<file path="config.mk">
export PLATFORM = sky130hd
export DESIGN_NAME = scoreboard_unit
export DESIGN_NICKNAME = d
export VERILOG_FILES = /design/src/rtl/riscv_pkg.sv /design/src/rtl/scoreboard_unit.sv
export SDC_FILE = /design/constraint.sdc
export NUM_CORES = 1
export LEC_CHECK = 0
export BUFFER_PORTS_ARGS = -buffer_cell sky130_fd_sc_hd__buf_2
export CELL_PAD_IN_SITES_DETAIL_PLACEMENT = 1
export CELL_PAD_IN_SITES_GLOBAL_PLACEMENT = 2
export CORE_UTILIZATION = 35
export CTS_BUF_LIST = sky130_fd_sc_hd__clkbuf_4 sky130_fd_sc_hd__clkbuf_8 sky130_fd_sc_hd__clkbuf_16
export CTS_CLUSTER_DIAMETER = 50
export DETAILED_ROUTE_END_ITERATION = 12
export GPL_TIMING_DRIVEN = 0
export PLACE_DENSITY_LB_ADDON = 0.1
export SLEW_MARGIN = 20
export SYNTH_ARGS = -nofsm -noshare
export SYNTH_HDL_FRONTEND = slang
export SYNTH_SLANG_ARGS = --single-unit
</file>
<file path="constraint.sdc">
create_clock -name clk -period 3.5 [get_ports clk]
set_input_delay 0.175 -clock clk [delete_from_list [all_inputs] [get_ports clk]]
set_output_delay 0.175 -clock clk [all_outputs]
set_load 0.02 [all_outputs]
</file>
<file path="src/rtl/riscv_pkg.sv">
// Shared RISC-V pipeline definitions: register addressing, scoreboard limits
// and the scoreboard drain FSM state type.
package riscv_pkg;

  localparam int unsigned REG_ADDR_W   = 5;
  localparam int unsigned NUM_REGS     = 32;
  localparam int unsigned LONG_OPS_MAX = 4;
  localparam int unsigned PEND_CNT_W   = 3;

  localparam logic [REG_ADDR_W-1:0] REG_ZERO = '0;

  typedef enum logic [1:0] {
    SB_IDLE  = 2'd0,
    SB_DRAIN = 2'd1,
    SB_ACK   = 2'd2
  } sb_state_t;

  // One-hot decode of an architectural register index.
  function automatic logic [NUM_REGS-1:0] reg_onehot(input logic [REG_ADDR_W-1:0] r);
    return NUM_REGS'(1) << r;
  endfunction

endpackage

</file>
<file path="src/rtl/scoreboard_unit.sv">
// Register scoreboard for long-latency ops (loads, MUL/DIV): tracks pending
// writes, stalls hazardous issue from ID, and drains outstanding ops on request.
module scoreboard_unit
  import riscv_pkg::*;
(
  input  logic                  clk,
  input  logic                  rst,
  input  logic [REG_ADDR_W-1:0] rs1_id,
  input  logic [REG_ADDR_W-1:0] rs2_id,
  input  logic                  rs1_used_id,
  input  logic                  rs2_used_id,
  input  logic [REG_ADDR_W-1:0] rd_id,
  input  logic                  reg_write_id,
  input  logic                  long_lat_id,
  input  logic                  issue_valid_id,
  input  logic                  flush,
  input  logic                  wb_valid,
  input  logic [REG_ADDR_W-1:0] rd_wb,
  input  logic                  drain_req,
  output logic                  stall_id,
  output logic                  issue_fire,
  output logic [NUM_REGS-1:0]   busy_vec,
  output logic [PEND_CNT_W-1:0] pending_cnt,
  output logic                  drain_ack,
  output logic                  sb_err
);

  sb_state_t             state_q;
  logic [NUM_REGS-1:0]   busy_q;
  logic [NUM_REGS-1:0]   busy_d;
  logic [PEND_CNT_W-1:0] pending_q;
  logic [PEND_CNT_W-1:0] pending_d;

  logic raw1;
  logic raw2;
  logic waw;
  logic struct_haz;
  logic retire;
  logic set_busy;
  logic wb_err;

  // A retire only counts when it matches a genuinely outstanding op.
  assign retire = wb_valid & busy_q[rd_wb] & (pending_q != '0);
  assign wb_err = wb_valid & ~retire;

  // Hazards; a same-cycle writeback to the register hides it (write-first RF).
  assign raw1 = rs1_used_id & (rs1_id != REG_ZERO) & busy_q[rs1_id]
              & ~(wb_valid & (rd_wb == rs1_id));
  assign raw2 = rs2_used_id & (rs2_id != REG_ZERO) & busy_q[rs2_id]
              & ~(wb_valid & (rd_wb == rs2_id));
  assign waw  = reg_write_id & (rd_id != REG_ZERO) & busy_q[rd_id]
              & ~(wb_valid & (rd_wb == rd_id));

  // A full tracker frees a slot only through a real retire, so the count cannot overflow.
  assign struct_haz = long_lat_id & reg_write_id
                    & (pending_q == PEND_CNT_W'(LONG_OPS_MAX)) & ~retire;

  assign stall_id   = issue_valid_id
                    & (raw1 | raw2 | waw | struct_haz | (state_q != SB_IDLE));
  assign issue_fire = issue_valid_id & ~stall_id & ~flush;
  assign set_busy   = issue_fire & reg_write_id & long_lat_id & (rd_id != REG_ZERO);

  // Clear before set so a simultaneous retire and reissue of a register keeps it busy.
  always_comb begin
    busy_d = busy_q;
    if (retire) begin
      busy_d = busy_d & ~reg_onehot(rd_wb);
    end
    if (set_busy) begin
      busy_d = busy_d | reg_onehot(rd_id);
    end
    busy_d[0] = 1'b0;
  end

  always_comb begin
    pending_d = pending_q;
    case ({set_busy, retire})
      2'b10:   pending_d = pending_q + PEND_CNT_W'(1);
      2'b01:   pending_d = pending_q - PEND_CNT_W'(1);
      default: pending_d = pending_q;
    endcase
  end

  always_ff @(posedge clk or posedge rst) begin
    if (rst) begin
      busy_q    <= '0;
      pending_q <= '0;
      sb_err    <= 1'b0;
    end else begin
      busy_q    <= busy_d;
      pending_q <= pending_d;
      sb_err    <= sb_err | wb_err;
    end
  end

  // Drain FSM: even with nothing pending the request passes through SB_DRAIN.
  always_ff @(posedge clk or posedge rst) begin
    if (rst) begin
      state_q   <= SB_IDLE;
      drain_ack <= 1'b0;
    end else begin
      drain_ack <= 1'b0;
      case (state_q)
        SB_IDLE: begin
          if (drain_req) begin
            state_q <= SB_DRAIN;
          end
        end
        SB_DRAIN: begin
          if ((pending_q == '0) && !set_busy) begin
            state_q   <= SB_ACK;
            drain_ack <= 1'b1;
          end
        end
        SB_ACK:  state_q <= SB_IDLE;
        default: state_q <= SB_IDLE;
      endcase
    end
  end

  assign busy_vec    = busy_q;
  assign pending_cnt = pending_q;

endmodule

</file>
Word level (Yosys, flattened, before mapping)

Index checks and enable logic that the tools add are counted.

Bits in registers: 38
Bits in latches: 0
Bits in writable memories: 0
Bits in read-only memories: 0
Output and inout port bits: 39
Word-level logic and storage cells: 87
Memories: 0

Add/sub/neg operators: 2
Multipliers: 0
Div/mod/pow operators: 0
Magnitude comparators: 4
Eq/ne operators: 9
Shifts and indexed selects: 2
Mux-type cells: 16
Bitwise operators: 38
Reductions and logical operators: 11

Operators with widths:

| cell                                                        | number |
|---|---|
| two-way mux 32 bit                                          | 2 |
| << shifter 1 x 5 -> 32 bit (first input constant)           | 2 |
| bitwise AND 32 bit                                          | 1 |
| inverter 32 bit                                             | 1 |
| bitwise OR 32 bit                                           | 1 |
| bitwise AND 1 bit                                           | 24 |
| less-than comparator 5 x 6 -> 1 bit (second input constant) | 4 |
| binary-select mux 1 bit (select 5 bit)                      | 4 |
| == test 5 bit                                               | 3 |
| nonzero test 5 bit                                          | 3 |
| two-way mux 1 bit                                           | 6 |
| inverter 1 bit                                              | 6 |
| one-hot mux 3 bit (2 select lines)                          | 1 |
| bitwise OR 1 bit                                            | 5 |
| == test 2 x 1 -> 1 bit (second input constant)              | 2 |
| two-way mux 2 bit                                           | 2 |
| inequality test 2 bit (second input constant)               | 2 |
| one-hot mux 2 bit (2 select lines)                          | 1 |
| nonzero test 2 bit                                          | 2 |
| adder 3 x 1 -> 3 bit (second input constant)                | 1 |
| == test 3 bit (second input constant)                       | 1 |
| zero test 3 bit                                             | 1 |
| nonzero test 3 bit                                          | 1 |
| subtractor 3 x 1 -> 3 bit (second input constant)           | 1 |
| other kinds (5)                                             | 5 |

Longest topological paths before layout

Depth in word-level cells: 19
Depth in mapped cells: 15
Mapped depth without buffers: 13

Least setup slack after synthesis

Ideal clock, no wire load.

Path kind: reg2reg
Start: reg busy_q[23] (netlist: busy_vec[23])
End: reg pending_q[2] (netlist: pending_cnt[2])
Arrival: 3.022 ns
Data required time: 3.420 ns
Setup slack: 0.398 ns
Stages on the path, launching flop included: 14
Buffers on the path: 0
Path through: dfrtp_1 mux4_2 nor2_1 nor4b_2 o32ai_4 inv_4 o2111ai_4 or3_1 ha_1 inv_1 fa_1 xor2_1 nor2_1 xor2_1

Longest elaborated chain between the ends: 17
Elaborated cells between the ends (all ways): 33
Those cells by class: 2 x eq/ne; 9 x mux; 21 x bitwise; 1 x reduce/logical

RTL lines:

| item                                                                     | line                                                                | text |
|---|---|---|
| from (decl)                                                              | scoreboard_unit.sv:29                                               | `logic [NUM_REGS-1:0] busy_q;` |
| from (signal assigned)                                                   | scoreboard_unit.sv:90                                               | `busy_q <= busy_d;` |
| binary-select mux 1 bit (select 5 bit), on equally long branches         | scoreboard_unit.sv:47, scoreboard_unit.sv:43, scoreboard_unit.sv:49 |  |
| two-way mux 1 bit, on equally long branches                              | scoreboard_unit.sv:47, scoreboard_unit.sv:43, scoreboard_unit.sv:49 |  |
| bitwise AND 1 bit, on equally long branches                              | scoreboard_unit.sv:47, scoreboard_unit.sv:43, scoreboard_unit.sv:49 |  |
| bitwise AND 1 bit, on equally long branches                              | scoreboard_unit.sv:48, scoreboard_unit.sv:43, scoreboard_unit.sv:50 |  |
| bitwise OR 1 bit or inverter 1 bit (tied branches)                       | scoreboard_unit.sv:59, scoreboard_unit.sv:56                        |  |
| bitwise OR 1 bit or bitwise AND 1 bit (tied branches)                    | scoreboard_unit.sv:59, scoreboard_unit.sv:56                        |  |
| bitwise OR 1 bit (2 in a row)                                            | scoreboard_unit.sv:59                                               | `& (raw1 \| raw2 \| waw \| struct_haz \| (state_q != SB_IDLE));` |
| bitwise AND 1 bit                                                        | scoreboard_unit.sv:59                                               |  |
| inverter 1 bit                                                           | scoreboard_unit.sv:60                                               | `assign issue_fire = issue_valid_id & ~stall_id & ~flush;` |
| bitwise AND 1 bit (2 in a row)                                           | scoreboard_unit.sv:60                                               |  |
| bitwise AND 1 bit (3 in a row)                                           | scoreboard_unit.sv:61                                               | `assign set_busy = issue_fire & reg_write_id & long_lat_id & (rd_id != REG_ZERO);` |
| == test 2 x 1 -> 1 bit or == test 2 bit (tied branches)                  | scoreboard_unit.sv:77                                               | `case ({set_busy, retire})` |
| one-hot mux 3 bit (2 select lines) or nonzero test 2 bit (tied branches) | --                                                                  |  |
| to (signal assigned)                                                     | scoreboard_unit.sv:91                                               | `pending_q <= pending_d;` |
| to (decl)                                                                | scoreboard_unit.sv:31                                               | `logic [PEND_CNT_W-1:0] pending_q;` |

Several ways; a longest one is shown, not always the timed one. The select of a mux whose other input is x is not followed.
A chain may end at the register's enable or synchronous reset.

Final worst setup path

Start: reg busy_q[15] (netlist: busy_vec[15])
End: reg pending_q[2] (netlist: pending_cnt[2])

The elaborated chain is that of the path after synthesis.

==> impl_metrics.ini <==
[clock_network]
clockRootBuffer = clkbuf_8
tritoncts = built
tritoncts_num_sinks = 38
cts_max_level = 2
cts-root-to-sink-buffers = 2
tritoncts.num_buffers = 5
clk_transition_reported_paths_ps = 80
worst_skew_pair.late_latency_ps = 300

[sta]
fin_skew_ps = 8.98
tightestPinTransition_ps = 1060
postLayoutSetupSlackWorst_ps = 135
setup_viols_final = 0
grt_setup_unrepaired = false
timing.fmax_mhz = 297
report.final.slew_viol_count = 0
hold_viol = 0
timing.final.crit_period_ps = 3360
max-slew-margin-rel = 0.285
post-route-period-util = 0.961

[global_route]
wire_length_of_the_first_global_routing_pass_mm = 20.8
overflow = 0
number_of_antenna_violations_at_the_first_check_in_global_routing = 0
groute.usage.overall = 0.252
largest_net_degree_at_the_start_of_global_routing = 24
first_global_vias = 3616

[routing]
met3RoutedLength_um = 871
drt_pass1_iterations = 4
met2RoutedLength_mm = 6.25
routed-via-count = 3446
post_detailed_route_wirelength_per_cell_um = 22.4
first_iter_violations = 195
routed.top_layer = met4
drt-vias-per-instance = 5.91
ant_nets = 0
number_of_design_rule_violations_left_after_detail_routing = 0
routed_wirelength_mm = 13.1
detail_route.wirelength.met1_mm = 5.56

[setup_path]
cpMostUsedCell = xor2_1
worst_path_largest_cell_delay_ps = 500
crit_fanout = 7
crit_family = compound AO/OA/AOI/OAI gates
worst_setup_path_start_kind = register
critPathRequiredTime_ps = 3690
crit_arrival_ps = 3550
timing.critical_path.slowest_stage_cell = mux4_2
type_of_the_setup_path_with_the_least_slack = register to register
timing.critical_path.cells = mux4_2 > o21a_1 > o211a_1 > a22oi_1 > nand2_1 > or3_1 > ha_1 > inv_1 > fa_1 > xor2_1 > nor2_1 > xor2_1
path_buf_inv = 1
r2r_slack_ps = 140
critPathCaptureType = register

[place]
preCtsSetupSlack_ps = -68.5
post-place-cells = 570
routabilityCongestion = 0.919
dp.final_hpwl_mm = 10.3
port_buffers = 62

[synth]
netlist_area_um2 = 3610
synth.net_count = 406
synth-edff-count = 0
syn_inst = 374
synth.yosys.seq_area_share = 0.263
postSynth.asyncResetShare = 1.00
yosys.cell_types.count = 54
synth-seq-cells = 38
synthesis_warnings = 0
postSynthAreaPerCell_um2 = 9.66
dominantRegCellSynth = dfrtp_1

[pwr]
irDropWorstVdd_mv = 0.281
power.leakage_nw = 1.81
clkPwrFrac = 0.287
total_switching_power_uw = 606
seq_power_share = 0.342
internal-power_mw = 1.03
cellPowerDensity_nw_per_um2 = 381
power.total_mw = 1.64
power.share.switching = 0.370
comb_power_share = 0.371

[finish]
ratio_of_cells_with_drive_above_1_in_the_final_layout = 0.349
antenna_cell_count = 0
count_of_fill_cells_added_during_filler_insertion = 1183
final_common_cell = buf_2
final_util = 0.434
sequential_cell_area_um2 = 951
final_cell_mix = 72 x buf_2, 38 x dfrtp_1, 29 x o21ai_2
area_growth_pct = 18.9
finalNetCount = 481
multi_input_logic_area_um2 = 2410
post_layout_cell_count = 583

[floorplan]
initial_utilization = 0.365
dieArea_um2 = 10700
die_h_um = 104
core_area_um2 = 9910
std_cell_rows = 36
floorplan.io_pins = 69
die_width_um = 104

[run_status]
run_status = complete, no violations

[job]
max-cap-violations = 0

[min_path]
hold_path_class = input port to register
Yosys cell counts, drive strengths merged, types with 4 or more instances:
cell type	n	area, µm²
o21ai	52	369
dfrtp	38	951
nand4	28	175
mux2i	25	250
mux4	22	495
buf	20	144
nand2	17	63.8
clkbuf	15	56.3
nor2	15	56.3
inv	14	55.1
xor2	14	123
nor3	12	60.1
nand3	11	55.1
o31ai	10	75.1
nor2b	7	43.8
nand2b	6	37.5
a221oi	5	43.8
and3	5	31.3
mux2	5	56.3
o41ai	5	43.8
nor4	4	25.0
xnor2	4	35.0
worst min-delay path, delay by kind of cell:
| family | cells | cell delay [ps] |
|---|---|---|
| and+or+nand+nor | 1 | 90 |
| buffers and inverters | 1 | 90 |
| AOI/OAI and AO/OA | 1 | 70 |
flip-flops by register name, summed over array words and instances (netlist names):
| signal | flops |
|---|---|
| sb_err | 1 |
| state_q | 2 |
| busy_vec | 31 |
| drain_ack | 1 |
| pending_cnt | 3 |
stage by stage:
stage	cell area [µm²]	TNS, ps	hold WS, ps
finish	4300	0	163
global route	4300	0	167
CTS	4270	0	154
detailed placement	4110	-91.7	173
global placement	4090	-154	440
floorplan	3610	0	292
area by class of cell:
type | count | area share
Buffer | 35 | 0.0466
Clock buffer | 6 | 0.0192
Clock inverter | 2 | 0.0140
Inverter | 14 | 0.0128
Multi-Input combinational cell | 287 | 0.561
Sequential cell | 38 | 0.221
Tap cell | 133 | 0.0387
Timing Repair Buffer | 68 | 0.0862
logic make-up (layout without fill, tap and decap cells):
| family | count (synthesis) | after routing | share of synthesized area |
|---|---|---|---|
| compound gates | 91 | 91 | 0.199 |
| xor+xnor | 18 | 18 | 0.0436 |
| fa+ha+maj | 2 | 2 | 0.00901 |
| buf+inv | 49 | 125 | 0.0707 |
| flops | 38 | 38 | 0.263 |
| mux | 52 | 52 | 0.222 |
| other cells | 1 | 1 | 0.00104 |
| simple gates | 123 | 123 | 0.191 |
metal layers:
metal | vias to the layer above | GRT usage
met5 | - | 0
met4 | 0 | 0.0942
met3 | 21 | 0.0403
met2 | 116 | 0.420
met1 | 1715 | 0.327
li1 | 1594 | -
repair_timing:
action,4_1_cts,5_1_grt
setup endpoints to repair,1,1
pin swaps,0,3
resized for setup,1,0
hold buffers,1,0
hold endpoints to repair,15,0
buffers inserted,0,4
path summary, 6_finish.rpt:
kind                       cells after the start         start             end
max                                           12  busy_vec[15]  pending_cnt[2]
min                                            3     drain_req      state_q[0]
max reg2reg                                   12  busy_vec[15]  pending_cnt[2]
min reg2reg                                    1        sb_err          sb_err
max in group asynchronous                      4           rst     busy_vec[5]
min in group asynchronous                      3           rst       drain_ack
power groups by stage:
stage / Sequential (mW) / Clock (mW) / Combinational, mW
2_1_floorplan: 0.592 / 0 / 0.375
3_3_place_gp: 0.563 / 0 / 0.575
3_5_place_dp: 0.567 / 0 / 0.589
4_1_cts: 0.560 / 0.479 / 0.594
5_1_grt: 0.570 / 0.493 / 0.653
6_report: 0.560 / 0.469 / 0.607
No activity file was read; power rests on OpenSTA's default activity.
